--- src/rtl/uart_rx_fifo.sv ---
// Receive buffer between the UART receiver and the CPU read mux: first-word-fall-through
// FIFO with a sticky overflow flag and hysteretic CTS flow control.
module uart_rx_fifo #(
  parameter  int WIDTH      = 8,
  parameter  int DEPTH      = 16,
  parameter  int HIGH_WATER = 12,
  parameter  int LOW_WATER  = 4,
  localparam int CW         = $clog2(DEPTH + 1),
  localparam int AW         = $clog2(DEPTH)
) (
  input  logic             clk,
  input  logic             rst,
  input  logic             rx_valid,
  input  logic [WIDTH-1:0] rx_data,
  input  logic             pop,
  input  logic             clr_overflow,
  output logic [WIDTH-1:0] rd_data,
  output logic             not_empty,
  output logic [CW-1:0]    count,
  output logic             overflow,
  output logic             cts
);

  localparam logic [CW-1:0] FULL_CNT = CW'(DEPTH);
  localparam logic [CW-1:0] HIGH_CNT = CW'(HIGH_WATER);
  localparam logic [CW-1:0] LOW_CNT  = CW'(LOW_WATER);

  typedef enum logic {
    CTS_SEND,
    CTS_HOLD
  } cts_state_e;

  logic [WIDTH-1:0] mem_q [DEPTH];
  logic [AW-1:0]    wp_q, wp_d;
  logic [AW-1:0]    rp_q, rp_d;
  logic [CW-1:0]    count_q, count_d;
  logic             overflow_q, overflow_d;
  cts_state_e       state_q, state_d;

  logic pop_ok;
  logic push_ok;
  logic drop;

  // A pop frees a slot in the same cycle, so a full FIFO still accepts a push alongside it.
  assign pop_ok  = pop && (count_q != '0);
  assign push_ok = rx_valid && ((count_q != FULL_CNT) || pop_ok);
  assign drop    = rx_valid && !push_ok;

  // NOTE: every variable driven here gets a default first so no path leaves it unassigned (no latch).
  always_comb begin
    wp_d       = wp_q;
    rp_d       = rp_q;
    count_d    = count_q;
    overflow_d = overflow_q;
    state_d    = state_q;

    if (push_ok) wp_d = wp_q + AW'(1);
    if (pop_ok)  rp_d = rp_q + AW'(1);

    unique case ({push_ok, pop_ok})
      2'b10:   count_d = count_q + CW'(1);
      2'b01:   count_d = count_q - CW'(1);
      default: count_d = count_q;
    endcase

    // A new drop takes priority over a clear in the same cycle.
    if (drop)              overflow_d = 1'b1;
    else if (clr_overflow) overflow_d = 1'b0;

    unique case (state_q)
      CTS_SEND: if (count_d >= HIGH_CNT) state_d = CTS_HOLD;
      CTS_HOLD: if (count_d <= LOW_CNT)  state_d = CTS_SEND;
      default:  state_d = CTS_SEND;
    endcase
  end

  // NOTE: state uses non-blocking assignments so every flop samples pre-edge values.
  always_ff @(posedge clk) begin
    if (rst) begin
      wp_q       <= '0;
      rp_q       <= '0;
      count_q    <= '0;
      overflow_q <= 1'b0;
      state_q    <= CTS_SEND;
    end else begin
      wp_q       <= wp_d;
      rp_q       <= rp_d;
      count_q    <= count_d;
      overflow_q <= overflow_d;
      state_q    <= state_d;
    end
  end

  // NOTE: storage is deliberately not reset; count gates rd_data, so stale entries are never seen.
  always_ff @(posedge clk) begin
    if (!rst && push_ok) mem_q[wp_q] <= rx_data;
  end

  always_comb begin
    rd_data = '0;
    if (count_q != '0) rd_data = mem_q[rp_q];
  end

  assign not_empty = (count_q != '0);
  assign count     = count_q;
  assign overflow  = overflow_q;
  assign cts       = (state_q == CTS_SEND);

endmodule

--- config.mk ---
export PLATFORM = sky130hd
export DESIGN_NAME = uart_rx_fifo
export DESIGN_NICKNAME = d
export VERILOG_FILES = /design/src/rtl/uart_rx_fifo.sv
export SDC_FILE = /design/constraint.sdc
export NUM_CORES = 1
export LEC_CHECK = 0
export ABC_AREA = 1
export BUFFER_PORTS_ARGS = -buffer_cell sky130_fd_sc_hd__buf_4
export CAP_MARGIN = 20
export CORE_ASPECT_RATIO = 1.4
export CORE_UTILIZATION = 45
export DETAILED_ROUTE_END_ITERATION = 6
export GPL_TIMING_DRIVEN = 0
export SYNTH_ARGS = -nofsm -noshare
export SYNTH_HDL_FRONTEND = slang
export SYNTH_SLANG_ARGS = --single-unit
--- constraint.sdc ---
create_clock -name clk -period 3.35 [get_ports clk]
set_input_delay 0.335 -clock clk [delete_from_list [all_inputs] [get_ports clk]]
set_output_delay 0.335 -clock clk [all_outputs]
set_load 0.02 [all_outputs]
## After elaboration in Yosys (flattened, before gate mapping)

Memories as Yosys holds them, arrays and structs flattened. A register that Yosys moved wholly into a read port is not among the register bits.
Index checks and enable logic that the tools add are counted.

| word-level totals | value |
|---|---|
| register bits | 15 |
| memory bits (writable) | 128 |
| input bits | 13 |
| output and inout port bits | 16 |
| logic and storage cells | 36 |
| memories | 1 |

| operators by class | value |
|---|---|
| $add $sub $neg | 4 |
| order comparisons | 2 |
| equal/unequal tests | 3 |
| mux-type cells | 11 |
| bitwise operators | 1 |
| reductions and logical operators | 9 |

Memories:

| memory | words | bits a word | read ports | clocked after memory_dff | write ports | RTL line | RTL |
|---|---|---|---|---|---|---|---|
| mem_q | 16 | 8 | 1 | 1 | 1 | 33 | `logic [WIDTH-1:0] mem_q [DEPTH];` |

Operators with widths:

| cell | number |
|---|---|
| 5-bit case mux with 2 select lines | 1 |
| 4-bit by 1-bit adder with 4-bit output, second input constant | 2 |
| 4-bit 2-to-1 mux | 2 |
| 8-bit 2-to-1 mux | 1 |
| 1-bit 2-to-1 mux | 6 |
| 5-bit by 1-bit adder with 5-bit output, second input constant | 1 |
| 5-bit by 4-bit >= comparator with 1-bit output, second input constant | 1 |
| 5-bit by 3-bit less-or-equal comparator with 1-bit output, second input constant | 1 |
| 5-bit != test, second input constant | 1 |
| 5-bit nonzero test | 1 |
| 5-bit by 1-bit subtractor with 5-bit output, second input constant | 1 |
| 1-bit logical AND | 4 |
| 2-bit by 1-bit == test with 1-bit output, second input constant | 1 |
| 2-bit == test, second input constant | 1 |
| 1-bit logical NOT | 2 |
| 1-bit case mux with 2 select lines | 1 |
| 2-bit nonzero test | 1 |
| 1-bit logical OR | 1 |
| 1-bit NOT | 1 |

## Longest topological paths before layout

| logic depth | value |
|---|---|
| depth in word-level cells | 9 |
| depth in mapped cells | 15 |
| mapped depth without buffers | 15 |

## Worst setup path before layout

Ideal clock, no wire load.

| path | value |
|---|---|
| path type | reg2reg |
| from | register count_q[0] (netlist: count[0]) |
| to | register state_q |
| arrival | 2137 ps |
| data required time | 3222 ps |
| slack | 1086 ps |
| stages on the path, launching flop included | 16 |
| path buffers | 0 |
| clock period less this slack | 2264 ps |
| path through | dfxtp_1 nor2_4 nand3_4 nand2_4 nor2_1 inv_1 fa_1 nand3b_1 nand3b_1 nand2_1 nand2_1 nand2_1 nand2_1 nand2_1 nor2_1 nor2_1 |

| between the ends | value |
|---|---|
| cells in the longest elaborated chain, start to end | 9 |
| elaborated cells on any way between the ends | 15 |
| classes of those cells | 2 x add/sub; 2 x order compare; 3 x eq/ne; 4 x mux; 4 x reduce/logical |

RTL lines:

| what | RTL line | RTL |
|---|---|---|
| start, declared | 36 | `logic [CW-1:0] count_q, count_d;` |
| start signal, assigned | 88 | `count_q <= count_d;` |
| 5-bit nonzero test (*) | - |  |
| named net not_empty | 18 | `output logic not_empty,` |
| 1-bit logical AND (*) | 45 | `assign pop_ok = pop && (count_q != '0);` |
| 1-bit logical OR | 46 | `assign push_ok = rx_valid && ((count_q != FULL_CNT) \|\| pop_ok);` |
| 1-bit logical AND | 46 |  |
| 2-bit by 1-bit == test with 1-bit output / 2-bit == test (equally long branches) | 60 | `unique case ({push_ok, pop_ok})` |
| 5-bit case mux with 2 select lines (*) | 60 |  |
| 5-bit by 3-bit less-or-equal comparator with 1-bit output / 5-bit by 4-bit >= comparator with 1-bit output (equally long branches) | 72, 71 |  |
| 1-bit 2-to-1 mux (on tied branches) | 72, 71 |  |
| 1-bit case mux with 2 select lines (*) | 70 | `unique case (state_q)` |
| end signal, assigned | 90 | `state_q <= state_d;` |
| end, declared | 38 | `cts_state_e state_q, state_d;` |

Mark *: on every way through the listed nets, which the timed path passes. The rest lies on a longest branch.
A chain may end at the register's enable or synchronous reset.

==> metrics.txt <==
status=complete, no violations; wire length after detailed routing=14.9 mm; sinks on the clock net=147; number of I/O pins=29; Power Dens Cells=808 nW/um2; share of synthesized area spent on multiplexers=0; commonest non-fill, non-tap cell in the layout=sky130_fd_sc_hd__edfxtp_1; cell area after synthesis=6060 um2; XOR/XNOR share of the synthesized area=0.00144; leading cell types in the layout, fill and taps excluded=128 x sky130_fd_sc_hd__edfxtp_1, 98 x sky130_fd_sc_hd__nor2_1, 76 x sky130_fd_sc_hd__o21ai_0, 35 x sky130_fd_sc_hd__buf_4, 27 x sky130_fd_sc_hd__nand2_1; global route overflow=0; global-route wire length before repair=22.8 mm; Clock Latency Late Sink=0.42 ns; initial core utilization=0.466; sequential power share=0.372; Die Span X=100 um; Final Slew Violations=0; maximum number of pins on one net before global-route repair=17; largest fanout of any net on the critical path=10; worst path setup slack after routing=0.545 ns; final setup violation count=0; Post-Layout Inst Area=7140 um2; GR Layer Usage met2=0.381; normalized max-slew margin=0.324; Remaining DRCs=0; via count normalized by instance count=5.62; total area of sequential cells=4220 um2; GR Layer Usage met1=0.273; routed length per instance=19.8 um; Synth Area in Adders=0.0198; Post-Synthesis Net Count=529; arrival time worst endpoint=2.47 ns; achievable clock frequency=0.356 GHz; ratio of final minimum period to clock period=0.837; fraction of the mapped netlist area in simple logic gates=0.125; Port Buf Inserts=28; data required time of the critical path=3.01 ns; CTS max path bufs=2; Cell Int Power=0.00379 W; final count of hold timing violations=0; largest incremental delay on the critical path=0.49 ns; CTS H-tree depth=4; WHS=0.165 ns; post-layout net count=583; NetSw=0.00198 W; share of total power consumed by net switching=0.343; Slew @ Worst Pin=1.01 ns; FP Rows=49; Gate power share=0.309; slowest library cell on the worst path=sky130_fd_sc_hd__clkbuf_1; worst-case clock skew=0.00550 ns; Total Neg Setup Slack=0 ns; drt first pass iters=6; Starting DRT DRC Count=409; top post-synthesis cells by area=sky130_fd_sc_hd__edfxtp_1 63%, sky130_fd_sc_hd__dfxtp_1 6.3%, sky130_fd_sc_hd__o21ai_0 6.3%, sky130_fd_sc_hd__nor2_1 6.1%, sky130_fd_sc_hd__o221ai_1 2.9%; total global routing track utilization=0.226; Min Clock Period, post-route=2.81 ns; Gate Count Post-Synth=507; largest voltage drop on the vdd net=0.617 mV; Die Y-Extent=139 um; post-CTS setup-driven buffer insertion count=0; count of hold-fix buffers inserted at cts=0; Core Util, Final=0.549; setup repair after global routing missed its margin=no; initial antenna violation count=0; via count=4,224; series of cell instances along the critical path=buf_4 -> clkbuf_1 -> nor2_1 -> o221ai_1 -> nand3_1 -> a21oi_1 -> buf_4; filler cell count in the final layout=1,144; fraction of synthesized cell area taken by the top area cell type=0.634; proportion of layout cells with a drive suffix above 1=0.153; sequential share of the synthesized area=0.697; endpoint kind of the worst setup timing path=primary output; Synth Register Bits=147; area of combinational cells with multiple inputs=1640 um2; minimum setup slack after placement=0.912 ns; number of buffers and inverters on the critical path=3; dominant delay contributor by cell family on the critical path=buffers and inverters; Antenna Violating Nets Remaining=0; root buffer cell=sky130_fd_sc_hd__clkbuf_16; number of antenna cells inserted=0; CTS-repair resized insts=0; most prevalent standard cell on the critical path=sky130_fd_sc_hd__buf_4; Synth cell types=27; number of global-route vias before repair=4,126; CTS tree=yes; Warnings, synthesis=0; MaxCap Viol Count=0; routing layer with the top usage in global route=met2; placeable core region=13,000 um2; critical path startpoint category=register; clock-pin transition on the worst setup and hold timing paths=0.06 ns; most area-hungry cell type in the Yosys netlist=sky130_fd_sc_hd__edfxtp_1; cell leakage power=2.51 nW; Post-DP Area=6550 um2; syn avg cell area=12.0 um2; overall die area=13,900 um2; gpl congestion=0.824; dominant combinational cell family by area after synthesis=simple AND/OR/NAND/NOR gates; routing usage on met3=0.0442; Setup Crit Path Kind=register to primary output; worst min-delay path class=input port to register; Detailed Place HPWL=10.2 mm; TritonCTS Buffers=17; part of the total power dissipated in the clock network=0.319; layout-stage area growth over the synthesis result=17.7%; Compound-Gate Fraction of Synth Area=0.123
==> per-layer routing <==
metal	vias to the layer above	wire, um
met4	0	727
met5	-	0
li1	1959	-
met1	2058	5940
met2	165	7390
met3	42	833
==> final timing paths <==
kind	start	end	slack, ns	cells after the start
worst max-delay path	register	rd_data[1]	0.54	7
worst max register to register	count[0]$_SDFF_PP0_	state_q$_SDFF_PP0_	0.92	15
worst min-delay path	clr_overflow	overflow$_SDFFE_PP0P_	0.17	4
worst min register to register	rp_q[3]$_SDFFE_PP0N_	rp_q[3]$_SDFFE_PP0N_	0.47	2
==> worst reg2reg max path, delay by kind of cell, from the launching register on <==
family                     cells  cell delay (ns)
buffers and inverters          1             0.10
DFF                            1             0.45
and+or+nand+nor               13             1.34
adders and majority gates      1             0.41
==> synthesized netlist by cell type, drive strengths merged <==
library cell and number:
nor2 100, nand3b 2, o21ai 77, clkbuf 14, ha 8, a21oi 21
dfxtp 19, o22ai 12, nand3 28, fa 1, buf 10, inv 26
nand2 31, o221ai 20, xnor2 1, nand4 1, edfxtp 128, nor3 8
==> state kept, by name (all words and copies together), names as in the netlist, named ones only <==
signal,flops
mem_q,128
count,5
rp_q,4
wp_q,4
overflow,1
state_q,1
==> power by group through the flow <==
stage	clock network (W)	logic [W]	registers (W)
after floorplan	0	0.00112	0.00219
after global placement	0	0.00175	0.00217
after detailed placement	0	0.00178	0.00218
after CTS	0.00186	0.00179	0.00214
after global routing	0.00193	0.00193	0.00215
final	0.00184	0.00178	0.00214
==> kinds of logic (layout without fill, tap and decap cells) <==
group,after synthesis,after routing
compound gates,130,130
simple gates,170,170
xor+xnor,1,1
fa+ha+maj,9,9
buf+inv,50,117
flops,147,147
==> through the flow <==
step,total power [W],instances
detailed placement,0.00396,720
floorplan,0.00331,507
CTS,0.00578,752
global route,0.00601,752
finish,0.00577,752
global placement,0.00392,713
==> cell type report <==
class | instances | share of cell area
Sequential cell | 147 | 0.592
Tap cell | 178 | 0.0312
Timing Repair Buffer | 35 | 0.0361
Buffer | 24 | 0.0151
Inverter | 26 | 0.0137
Clock inverter | 6 | 0.00526
Clock buffer | 26 | 0.0773
Multi-Input combinational cell | 310 | 0.230
Note: power is estimated with default switching activity, not from simulation.
